==> config.mk <==
export PLATFORM = sky130hd
export DESIGN_NAME = hsem_irq_svc
export DESIGN_NICKNAME = d
export VERILOG_FILES = /design/src/rtl/hsem_irq_svc.sv
export SDC_FILE = /design/constraint.sdc
export NUM_CORES = 1
export LEC_CHECK = 0
export CAP_MARGIN = 20
export CORE_AREA = 10 10 187 154
export DETAILED_ROUTE_END_ITERATION = 6
export DIE_AREA = 0 0 197 164
export DONT_BUFFER_PORTS = 1
export PLACE_DENSITY = 0.55
export SLEW_MARGIN = 20
export SYNTH_ARGS = -nofsm -noshare
export SYNTH_HDL_FRONTEND = slang
export SYNTH_SLANG_ARGS = --single-unit
export TNS_END_PERCENT = 100
==> constraint.sdc <==
create_clock -name hclk -period 5.93 [get_ports hclk]
set_input_delay 0.2965 -clock hclk [delete_from_list [all_inputs] [get_ports hclk]]
set_output_delay 0.2965 -clock hclk [all_outputs]
set_load 0.02 [all_outputs]
==> src/rtl/hsem_irq_svc.sv <==
// Semaphore interrupt service engine: reads the interrupt and error status, queues one
// event per set bit into a small FIFO, then clears exactly the bits that were captured.
module hsem_irq_svc #(
  parameter  int INTR_W    = 32,
  parameter  int ERR_W     = 32,
  parameter  int EVT_DEPTH = 4,
  localparam int MAX_W     = (INTR_W > ERR_W) ? INTR_W : ERR_W,
  localparam int IDX_W     = $clog2(MAX_W)
) (
  input  logic              hclk,
  input  logic              hreset,
  input  logic              intr,
  output logic              int_reg_en,
  input  logic [INTR_W-1:0] intr_stat,
  output logic              err_reg_en,
  input  logic [ERR_W-1:0]  error_stat,
  output logic              int_clr_reg_en,
  output logic [INTR_W-1:0] int_clr_mask,
  output logic              err_clr_reg_en,
  output logic [ERR_W-1:0]  err_clr_mask,
  output logic              evt_valid,
  input  logic              evt_ready,
  output logic              evt_src,
  output logic [IDX_W-1:0]  evt_idx,
  output logic              busy
);

  localparam int PTR_W = $clog2(EVT_DEPTH);

  typedef enum logic [2:0] {IDLE, RD_INT, RD_ERR, SCAN, CLR} state_t;

  state_t            state, state_nxt;
  logic [INTR_W-1:0] i_snap, i_work, i_low;
  logic [ERR_W-1:0]  e_snap, e_work, e_low;
  logic [IDX_W-1:0]  i_idx, e_idx;
  logic [IDX_W:0]    push_ent, head_ent;
  logic [IDX_W:0]    fifo_mem [EVT_DEPTH];
  logic [PTR_W-1:0]  wr_ptr, rd_ptr;
  logic [PTR_W:0]    count;
  logic              work_busy, push, pop;

  assign work_busy = (i_work != '0) || (e_work != '0);

  always_ff @(posedge hclk) begin
    if (hreset) state <= IDLE;
    else        state <= state_nxt;
  end

  always_comb begin
    state_nxt = state;
    case (state)
      IDLE:    if (intr) state_nxt = RD_INT;
      RD_INT:  state_nxt = RD_ERR;
      RD_ERR:  state_nxt = SCAN;
      SCAN:    if (!work_busy) state_nxt = CLR;
      CLR:     state_nxt = IDLE;
      default: state_nxt = IDLE;
    endcase
  end

  // Clear masks come from the snapshots so bits arriving after capture survive.
  always_comb begin
    int_reg_en     = 1'b0;
    err_reg_en     = 1'b0;
    int_clr_reg_en = 1'b0;
    err_clr_reg_en = 1'b0;
    int_clr_mask   = '0;
    err_clr_mask   = '0;
    busy           = (state != IDLE);
    case (state)
      RD_INT: int_reg_en = 1'b1;
      RD_ERR: err_reg_en = 1'b1;
      CLR: begin
        int_clr_reg_en = 1'b1;
        err_clr_reg_en = 1'b1;
        int_clr_mask   = i_snap;
        err_clr_mask   = e_snap;
      end
      default: ;
    endcase
  end

  always_comb begin
    i_idx = '0;
    e_idx = '0;
    for (int k = INTR_W - 1; k >= 0; k--) if (i_work[k]) i_idx = IDX_W'(k);
    for (int k = ERR_W - 1; k >= 0; k--)  if (e_work[k]) e_idx = IDX_W'(k);
  end

  assign i_low    = i_work & (~i_work + INTR_W'(1));
  assign e_low    = e_work & (~e_work + ERR_W'(1));
  assign push_ent = (i_work != '0) ? {1'b0, i_idx} : {1'b1, e_idx};
  assign pop      = evt_valid && evt_ready;
  // A full FIFO still accepts a push when the head leaves in the same cycle.
  assign push     = (state == SCAN) && work_busy &&
                    ((count < (PTR_W + 1)'(EVT_DEPTH)) || pop);

  always_ff @(posedge hclk) begin
    if (hreset) begin
      i_snap <= '0;
      i_work <= '0;
      e_snap <= '0;
      e_work <= '0;
    end else begin
      case (state)
        RD_INT: begin
          i_snap <= intr_stat;
          i_work <= intr_stat;
        end
        RD_ERR: begin
          e_snap <= error_stat;
          e_work <= error_stat;
        end
        SCAN: begin
          if (push) begin
            if (i_work != '0) i_work <= i_work & ~i_low;
            else              e_work <= e_work & ~e_low;
          end
        end
        default: ;
      endcase
    end
  end

  always_ff @(posedge hclk) begin
    if (hreset) begin
      wr_ptr <= '0;
      rd_ptr <= '0;
      count  <= '0;
    end else begin
      if (push) wr_ptr <= wr_ptr + PTR_W'(1);
      if (pop)  rd_ptr <= rd_ptr + PTR_W'(1);
      case ({push, pop})
        2'b10:   count <= count + (PTR_W + 1)'(1);
        2'b01:   count <= count - (PTR_W + 1)'(1);
        default: count <= count;
      endcase
    end
  end

  always_ff @(posedge hclk) begin
    if (push) fifo_mem[wr_ptr] <= push_ent;
  end

  assign head_ent  = fifo_mem[rd_ptr];
  assign evt_valid = (count != '0);
  assign evt_src   = evt_valid & head_ent[IDX_W];
  assign evt_idx   = evt_valid ? head_ent[IDX_W-1:0] : '0;

endmodule

==> out/qor.csv, run 1 <==
metric;value;unit
required;6.28;ns
hold-path-endpoint;e_work[17]$_SDFFE_PP0P_;
timing.final.crit_period;3.58;ns
path_clk_slew;0.07;ns
synth_seq_cells;164;
synthArstFlopShare;0;%
finalWirelength;24300;um
antenna_left;0;
die_h;164;um
ys_seq_area_share;44.9;%
grt_pass1_wl;37500;um
first_iter_violations;498;
cts-htree-levels;4;
crit_fanout;7;
cts.path.max_buffers;2;
fin_crit_sh;60.3;%
hold_violations;0;
dr_total_vias;6665;
fin_worst_skew;0.00993;ns
vias_per_cell;5.34;
antenna_found_initial;0;
ir_drop;0.000211;V
clkLatencyLatePin;0.43;ns
crit_slowest_cell;or4_4;
cap_violations;0;
final_area;8820;um2
hpwl;17200;um
whs_path_depth;2;
ys_top_cells_by_count;nand2_1 (158), a21oi_1 (154), dfxtp_1 (140);
slew_viol_final;0;
synth.largest_area_cell;dfxtp_1;
grt_setup_unrepaired;false;
row_count;52;
final_util;35.3;%
route.detailed.drc;0;
worstSetupPathType;reg -> reg;
synth_edf_count;24;
cp-start-kind;flip-flop;
max_freq;280;MHz
status;complete, no violations;
first_pass_iters;5;
power_leakage;2.95;nW
setup_viol;0;
wl_per_cell;19.5;um
netlist_area;7850;um2
worst_setup_path_end_kind;flip-flop;
antennaDiodeCount;0;
cts_resized;0;
grt_overflow;0;
path_common_cell;inv_1;
yosys-top-cells-area;dfxtp_1 (36%), a21oi_1 (9.8%), edfxtp_1 (9.2%);
cts.sinks;164;
fp.dieW;197;um
cts-root-buf;clkbuf_16;
drive_gt1_share;8.78;%
numCtsBuffers;17;
cts_tree;built;
yosysMostFrequentCell;nand2_1;
synthCells;929;
grt.total_usage;14.8;%
r2r-start;i_work[12]$_SDFFE_PP0P_;
r2r_slack;2.35;ns
critical_path_arrival;3.93;ns
setup_tns;0;ns
gp_congestion;0.875;
synth.top_cell.area_share;35.7;%
core;25000;um2
postPlaceCellArea;8090;um2
boundaryPins;144;
grt_start_max_net_pins;138;
fillers;2678;
cp_cell_sequence;or4_4 -> nand4bb_1 -> nor4_4 -> nor3_2 -> inv_1 -> ha_1 -> inv_1 -> fa_1 -> xor2_1 -> or3_1 -> a21oi_1;
reg2reg_depth;11;
start_util;31.4;%
port_buffers;0;
hp-class;in -> reg;
pwr_density_cell;347;nW/um2
die_area;32300;um2
syn_area_per_cell;8.45;um2
holdWs;0.0239;ns
slew_headroom;28.6;%
fin_nets;984;
worst_pin_slew;1.07;ns
crit_buf_inv;2;
grt_pass1_vias;6247;
area_delta_synth_final;12.4;%
synth_cell_types;68;
ys_warn_count;0;
ys.flop_type;dfxtp_1;
critical-path-top-delay-family;simple AND/OR/NAND/NOR gates;
syn_nets;1003;
r2r-end;count[2]$_SDFFE_PP0P_;
min_from;error_stat[17];
max_stage_delay;0.59;ns
## what timing repair did
item | CTS | global route
endpoints found under the hold margin | 138 | 0
hold buffers | 10 | 0
setup buffers | 0 | 0
## cell families (layout without fill, tap and decap cells)
group	count (synthesis)	in the layout	synth area share, %
AOI/OAI and AO/OA	294	294	23.3
xor gates and xnor gates	5	5	0.558
adders and majority gates	6	6	1.05
buffers and inverters	83	77	4.40
DFF	164	164	44.9
muxes	7	7	1.85
and+or+nand+nor	370	370	24.0
## through the flow
step	power (W)	instances	worst slack (ns)
2_1_floorplan	0.00176	929	2.74
3_3_place_gp	0.00191	1204	2.48
3_5_place_dp	0.00191	1205	2.38
4_1_cts	0.00308	1247	2.36
5_1_grt	0.00320	1247	2.10
6_report	0.00306	1247	2.35
## registers in the layout, summed over array words and instances, names as in the netlist, named ones only
name      flops
rd_ptr        2
e_work       32
wr_ptr        2
state         3
count         3
e_snap       32
fifo_mem     24
i_snap       32
i_work       32
## where the power goes
group          total (W)  switching (W)  internal [W]
combinational   0.000624       0.000408      0.000215
sequential       0.00129      0.0000726       0.00122
clock            0.00114       0.000477      0.000666
total            0.00306       0.000957       0.00210
## routing by layer
metal,share of wire (%),vias up,track usage (%)
met1,50,3151,21.3
li1,-,3306,-
met3,6.7,17,4.01
met2,42,191,21.0
met4,1.1,0,3.87
met5,0,-,0
## area by class of cell
type                       instances  area, um2  share of cell area, %
timing repair buffer              21        200                   2.27
tap                              324        405                   4.60
inverter                          24       90.1                   1.02
sequential                       164       3520                   40.0
clock buffer                      17        425                   4.82
multi-input combinational        682       3990                   45.3
clock inverter                    15        183                   2.07
## worst max path at each step
stage | from | slack (ns) | endpoint | depth (start not counted)
after floorplan | e_work[1]$_SDFFE_PP0P_ | 2.74 | count[2]$_SDFFE_PP0P_ | 12
after global placement | i_work[8]$_SDFFE_PP0P_ | 2.48 | count[2]$_SDFFE_PP0P_ | 11
after detailed placement | i_work[8]$_SDFFE_PP0P_ | 2.38 | count[2]$_SDFFE_PP0P_ | 11
after CTS | i_work[12]$_SDFFE_PP0P_ | 2.36 | count[2]$_SDFFE_PP0P_ | 11
after global routing | i_work[4]$_SDFFE_PP0P_ | 2.10 | count[2]$_SDFFE_PP0P_ | 11
final | i_work[12]$_SDFFE_PP0P_ | 2.35 | count[2]$_SDFFE_PP0P_ | 11
## layout by cell type (no fill, tap or decap), drive strengths merged, types with 7 or more instances in the layout
cell type,Yosys,layout
nand2,158,158
dlygate4sd3,0,9
dfxtp,140,140
inv,23,25
a21oi,155,155
nor2,55,55
and2,77,77
clkbuf,53,17
o21ai,49,49
nand2b,8,8
o31ai,8,8
nor4,19,19
or4,12,12
nor3,15,15
a31oi,9,9
clkinv,1,7
a311oi,31,31
buf,6,12
edfxtp,24,24
Power figures use the tool's default switching activity.
==> run 2: changes to the inputs <==
--- a/config.mk
+++ b/config.mk
@@ -10,7 +10,7 @@
 export DETAILED_ROUTE_END_ITERATION = 6
 export DIE_AREA = 0 0 197 164
 export DONT_BUFFER_PORTS = 1
-export PLACE_DENSITY = 0.55
+export PLACE_DENSITY = 0.57
 export SLEW_MARGIN = 20
 export SYNTH_ARGS = -nofsm -noshare
 export SYNTH_HDL_FRONTEND = slang
==> constraint.sdc (replaced) <==
create_clock -name hclk -period 2.97 [get_ports hclk]
set_input_delay 0.1485 -clock hclk [delete_from_list [all_inputs] [get_ports hclk]]
set_output_delay 0.1485 -clock hclk [all_outputs]
set_load 0.02 [all_outputs]
==> run 2 against run 1 <==
The run now ends with negative hold slack left. Routed wire length rose by 5.8%. Clock skew increased by 0.0032 ns. Global-route usage increased by 1.1 points. Hold slack got worse by 0.21 ns. Register-to-register slack worse by 2.4 ns. Combinational power rose to 2.6 times the previous value. Utilization up 6.1 points. Total power rose by 110%. Fmax increased by 21%. Sequential share of layout area down 5.8 points. Non-clock buffer count rose by 166. Final area increased by 17%. Critical path type unchanged. Critical endpoint unchanged.
==> out/qor.csv, run 2 (synthesized netlist as in run 1, its figures left out) <==
metric;value;unit;change
core;25000;um2;unchanged
port_buffers;0;;unchanged
first_pass_iters;5;;unchanged
hold_violations;42;;+42
cts.path.max_buffers;2;;unchanged
route.detailed.drc;0;;unchanged
die_area;32300;um2;unchanged
cts-root-buf;clkbuf_16;;
hp-class;in -> reg;;
finalWirelength;25700;um;+5.8%
fp.dieW;197;um;unchanged
clkLatencyLatePin;0.43;ns;about the same
worstSetupPathType;reg -> reg;;
first_iter_violations;595;;+19%
start_util;31.4;%;unchanged
antenna_found_initial;1;;+1
grt.total_usage;15.9;%;+1.1 points
r2r-start;e_work[12]$_SDFFE_PP0P_;;
timing.final.crit_period;2.97;ns;-0.609 ns
slew_headroom;65.9;%;+37 points
crit_fanout;2;;-5
dr_total_vias;7407;;+11%
cp-start-kind;flip-flop;;
path_clk_slew;0.07;ns;about the same
worst_pin_slew;0.511;ns;-0.560 ns
startpoint;e_work[12]$_SDFFE_PP0P_;;
critical_path_arrival;3.32;ns;-0.61 ns
max_freq;337;MHz;+21%
worst_setup_path_end_kind;flip-flop;;
grt_setup_unrepaired;true;;
holdWs;-0.186;ns;-0.210 ns
cts_tree;built;;
antenna_left;0;;unchanged
grt_pass1_vias;7146;;+14%
slew_viol_final;0;;unchanged
cts.sinks;164;;unchanged
ir_drop;0.000265;V;+26%
violations;negative hold slack;;
row_count;52;;unchanged
numCtsBuffers;17;;unchanged
required;3.33;ns;-2.95 ns
fin_worst_skew;0.0132;ns;+0.00323 ns
wl_per_cell;18.2;um;-6.6%
drive_gt1_share;15.8;%;+7.0 points
layout_commonest_cell;nand2_1;;
cts-htree-levels;4;;unchanged
hpwl;17900;um;+3.7%
status;complete, but fails checks;;
grt_start_max_net_pins;140;;+1.4%
setup_viol;0;;unchanged
cap_violations;0;;unchanged
vias_per_cell;5.24;;-1.9%
antennaDiodeCount;0;;unchanged
boundaryPins;144;;unchanged
power_leakage;3.95;nW;+34%
die_h;164;um;unchanged
pwr_density_cell;621;nW/um2;+79%
grt_overflow;0;;unchanged
setup_tns;0;ns;unchanged
fin_nets;1150;;+17%
grt_pass1_wl;40600;um;+8.3%
min_from;hreset;;
fin_crit_sh;99.9;%;+40 points
gp_congestion;0.882;;+0.82%
final_cell_mix;nand2_1 (158), a21oi_1 (152), dfxtp_1 (138);;
power;0.00642;W;+110%
area_delta_synth_final;31.7;%;
-- run 2: repair_timing --
item                                   CTS  global route
setup endpoints to repair                1            48
endpoints found under the hold margin  140            45
gates resized for setup                  2            17
pin swaps                                4            13
hold buffers                            97             3
buffers inserted                         6             5
-- run 2: where the power goes --
group          internal, W  total, W  switching (W)
clock              0.00128   0.00223       0.000947
combinational     0.000738   0.00165       0.000909
sequential         0.00243   0.00254       0.000106
-- run 2: worst max-delay path, cell delays in order (launching register included) --
cell and delay (ns):
dfxtp_1 0.31, or4_4 0.54, or4_4 0.59, nor4_4 0.19, nor3_2 0.09, inv_1 0.10
ha_4 0.14, inv_1 0.04, fa_2 0.33, xor2_1 0.15, or3_1 0.31, a21oi_1 0.13
-- run 2: per-layer routing --
layer	routed length, um	track usage [%]	up-vias
met5	0	0	-
met4	261	3.98	0
met3	2020	4.75	16
met2	11200	23.2	225
met1	12300	22.3	3541
li1	-	-	3625
-- run 2: path summary, 6_finish.rpt --
| path | end | slack (ns) | cells past startpoint |
|---|---|---|---|
| setup reg to reg | count[2]$_SDFFE_PP0P_ | 0.003 | 11 |
| hold reg to reg | state[1]$_SDFFE_PP0P_ | 0.51 | 1 |
| hold / removal | e_work[18]$_SDFFE_PP0P_ | -0.19 | 1 |
| setup / recovery | count[2]$_SDFFE_PP0P_ | 0.003 | 11 |
-- run 2: cell type report --
type	count	area (um2)
Clock buffer	20	489
Inverter	24	90.1
Clock inverter	12	116
Fill cell	2553	14700
Tap cell	324	405
Multi-Input combinational cell	682	4040
Sequential cell	164	3530
Timing Repair Buffer	187	1670
-- run 2: stage by stage --
step / instance area [um2] / hold WS [ns] / setup WS [ns] / util [%] / cells
global placement: 8610 / 0.233 / -0.0128 / 34.5 / 1273
finish: 10300 / -0.186 / 0.00322 / 41.4 / 1413
floorplan: 7850 / 0.284 / -0.222 / - / 929
detailed placement: 8610 / 0.233 / -0.0390 / 34.5 / 1273
CTS: 10200 / -0.224 / -0.0471 / 41.0 / 1408
global route: 10300 / -0.199 / -0.135 / 41.4 / 1413
==> run 3: changes to the inputs <==
--- a/config.mk
+++ b/config.mk
@@ -10,7 +10,7 @@
 export DETAILED_ROUTE_END_ITERATION = 6
 export DIE_AREA = 0 0 197 164
 export DONT_BUFFER_PORTS = 1
-export PLACE_DENSITY = 0.57
+export PLACE_DENSITY = 0.55
 export SLEW_MARGIN = 20
 export SYNTH_ARGS = -nofsm -noshare
 export SYNTH_HDL_FRONTEND = slang
==> constraint.sdc (replaced) <==
create_clock -name hclk -period 3.7 [get_ports hclk]
set_input_delay 0.185 -clock hclk [delete_from_list [all_inputs] [get_ports hclk]]
set_output_delay 0.185 -clock hclk [all_outputs]
set_load 0.02 [all_outputs]
==> run 3 against run 2 <==
The flow now finishes without violations. Non-clock buffer count decreased by 97. Clock skew decreased by 0.0050 ns. Clock power decreased by 9.4%. Sequential share of layout area increased by 2.9 points. Die area unchanged. Final area decreased by 7.8%. Final cell count decreased by 6.9%. Worst setup slack improved by 0.44 ns. Global-route usage decreased by 0.61 points. Critical path type unchanged. Critical endpoint unchanged. Largest power group unchanged.
==> out/qor.csv, run 3 (synthesized netlist as in run 1, its figures left out) <==
metric;value;unit;change
antenna_left;0;;unchanged
pwr_density_cell;544;nW/um2;-12%
grt_pass1_vias;6691;;-6.4%
die_area;32300;um2;unchanged
grt_start_max_net_pins;140;;unchanged
cp-start-kind;flip-flop;;
power.switching;0.00155;W;-21%
swShare;29.9;%;-0.68 points
r2r_slack;0.44;ns;+0.44 ns
share_seq_of_total_power;39.9;%;+0.4 points
cts-htree-levels;4;;unchanged
first_iter_violations;548;;-7.9%
layout_commonest_cell;nand2_1;;
fin_crit_sh;88.0;%;-12 points
critical_path_arrival;3.61;ns;+0.29 ns
boundaryPins;144;;unchanged
wl_per_cell;18.9;um;+3.9%
power;0.00518;W;-19%
vias_per_cell;5.29;;+1.0%
area_delta_synth_final;21.4;%;
postCtsSetupBuffers;0;;-6
antenna_found_initial;0;;-1
start_util;31.4;%;unchanged
path_clk_slew;0.07;ns;about the same
worst_setup_path_end_kind;flip-flop;;
p_int;0.00363;W;-18%
cap_violations;0;;unchanged
final_cell_mix;nand2_1 (158), a21oi_1 (154), dfxtp_1 (140);;
grt_pass1_wl;39000;um;-4.2%
hp-class;in -> reg;;
cts.sinks;164;;unchanged
row_count;52;;unchanged
setup_tns;0;ns;unchanged
drive_gt1_share;9.17;%;-6.6 points
grt_overflow;0;;unchanged
dr_total_vias;6968;;-5.9%
ir_drop;0.000321;V;+21%
crit_fanout;7;;+5
cts_tree;built;;
slew_headroom;44.5;%;-21 points
cts-root-buf;clkbuf_16;;
grt_setup_unrepaired;false;;
cts.path.max_buffers;2;;unchanged
max_freq;307;MHz;-8.9%
required;4.05;ns;+0.72 ns
p_comb_share;21.2;%;-4.5 points
hold_violations;0;;-100%
core;25000;um2;unchanged
gp_congestion;0.889;;+0.77%
finalWirelength;24900;um;-3.2%
hpwl;17300;um;-2.9%
fp.dieW;197;um;unchanged
worst_pin_slew;0.829;ns;+0.318 ns
cts-hold-fix-buffers;66;;-32%
first_pass_iters;5;;unchanged
setup_viol;0;;unchanged
antennaDiodeCount;0;;unchanged
fin_worst_skew;0.00818;ns;-0.00497 ns
port_buffers;0;;unchanged
final_util;38.1;%;-3.2 points
clockPowerShare;38.9;%;+4.1 points
worstSetupPathType;reg -> reg;;
fin_nets;1053;;-8.4%
numCtsBuffers;17;;unchanged
cts_resized;0;;-2
status;complete, no violations;;
power_leakage;3.28;nW;-17%
clkLatencyLatePin;0.43;ns;about the same
grt.total_usage;15.3;%;-0.61 points
timing.final.crit_period;3.26;ns;+0.290 ns
route.detailed.drc;0;;unchanged
die_h;164;um;unchanged
slew_viol_final;0;;unchanged
==> run 3: worst max-delay path, cell delays in order (launching register included) <==
cell and delay, ns:
dfxtp_1 0.37, or4_4 0.60, or4_4 0.60, nor4_4 0.18
nor3_2 0.13, inv_1 0.09, ha_1 0.17, inv_1 0.06
fa_1 0.37, xor2_1 0.16, or3_1 0.31, a21oi_1 0.14
==> run 3: power groups by stage <==
stage               sequential [W]  clock, W  combinational (W)
global route               0.00209   0.00214            0.00121
CTS                        0.00207   0.00206            0.00110
finish                     0.00207   0.00202            0.00110
detailed placement         0.00211         0           0.000996
floorplan                  0.00206         0           0.000759
global placement           0.00210         0           0.000998
==> run 3: final timing paths <==
path,to,cells past startpoint,startpoint
hold / removal,i_work[29]$_SDFFE_PP0P_,2,intr_stat[29]
setup / recovery,count[2]$_SDFFE_PP0P_,11,e_work[12]$_SDFFE_PP0P_
setup reg to reg,count[2]$_SDFFE_PP0P_,11,e_work[12]$_SDFFE_PP0P_
hold reg to reg,i_snap[1]$_SDFFE_PP0P_,2,i_snap[1]$_SDFFE_PP0P_
==> run 3: layer usage <==
layer	wire length (um)	part of all wire [%]	vias up	GRT usage, %
met4	364	1.5	0	4.68
met1	12400	50	3285	21.8
met5	0	0	-	0
met2	10500	42	224	21.9
met3	1630	6.5	27	3.97
li1	-	-	3432	-
==> run 3: final cells by class <==
type | instances | area (um2)
fill | 2554 | 15500
multi-input combinational | 682 | 3990
sequential | 164 | 3520
timing repair buffer | 90 | 858
clock buffer | 18 | 429
tap | 324 | 405
clock inverter | 14 | 233
inverter | 24 | 90.1
==> run 3: per-stage QoR <==
stage               hold WS [ns]  instances  worst slack, ns  cell area [um2]
global placement           0.270       1218            0.491             8180
detailed placement         0.271       1218            0.480             8180
finish                    0.0386       1316            0.444             9520
global route              0.0461       1316            0.262             9520
floorplan                  0.321        929            0.508             7850
CTS                       0.0174       1316            0.440             9520
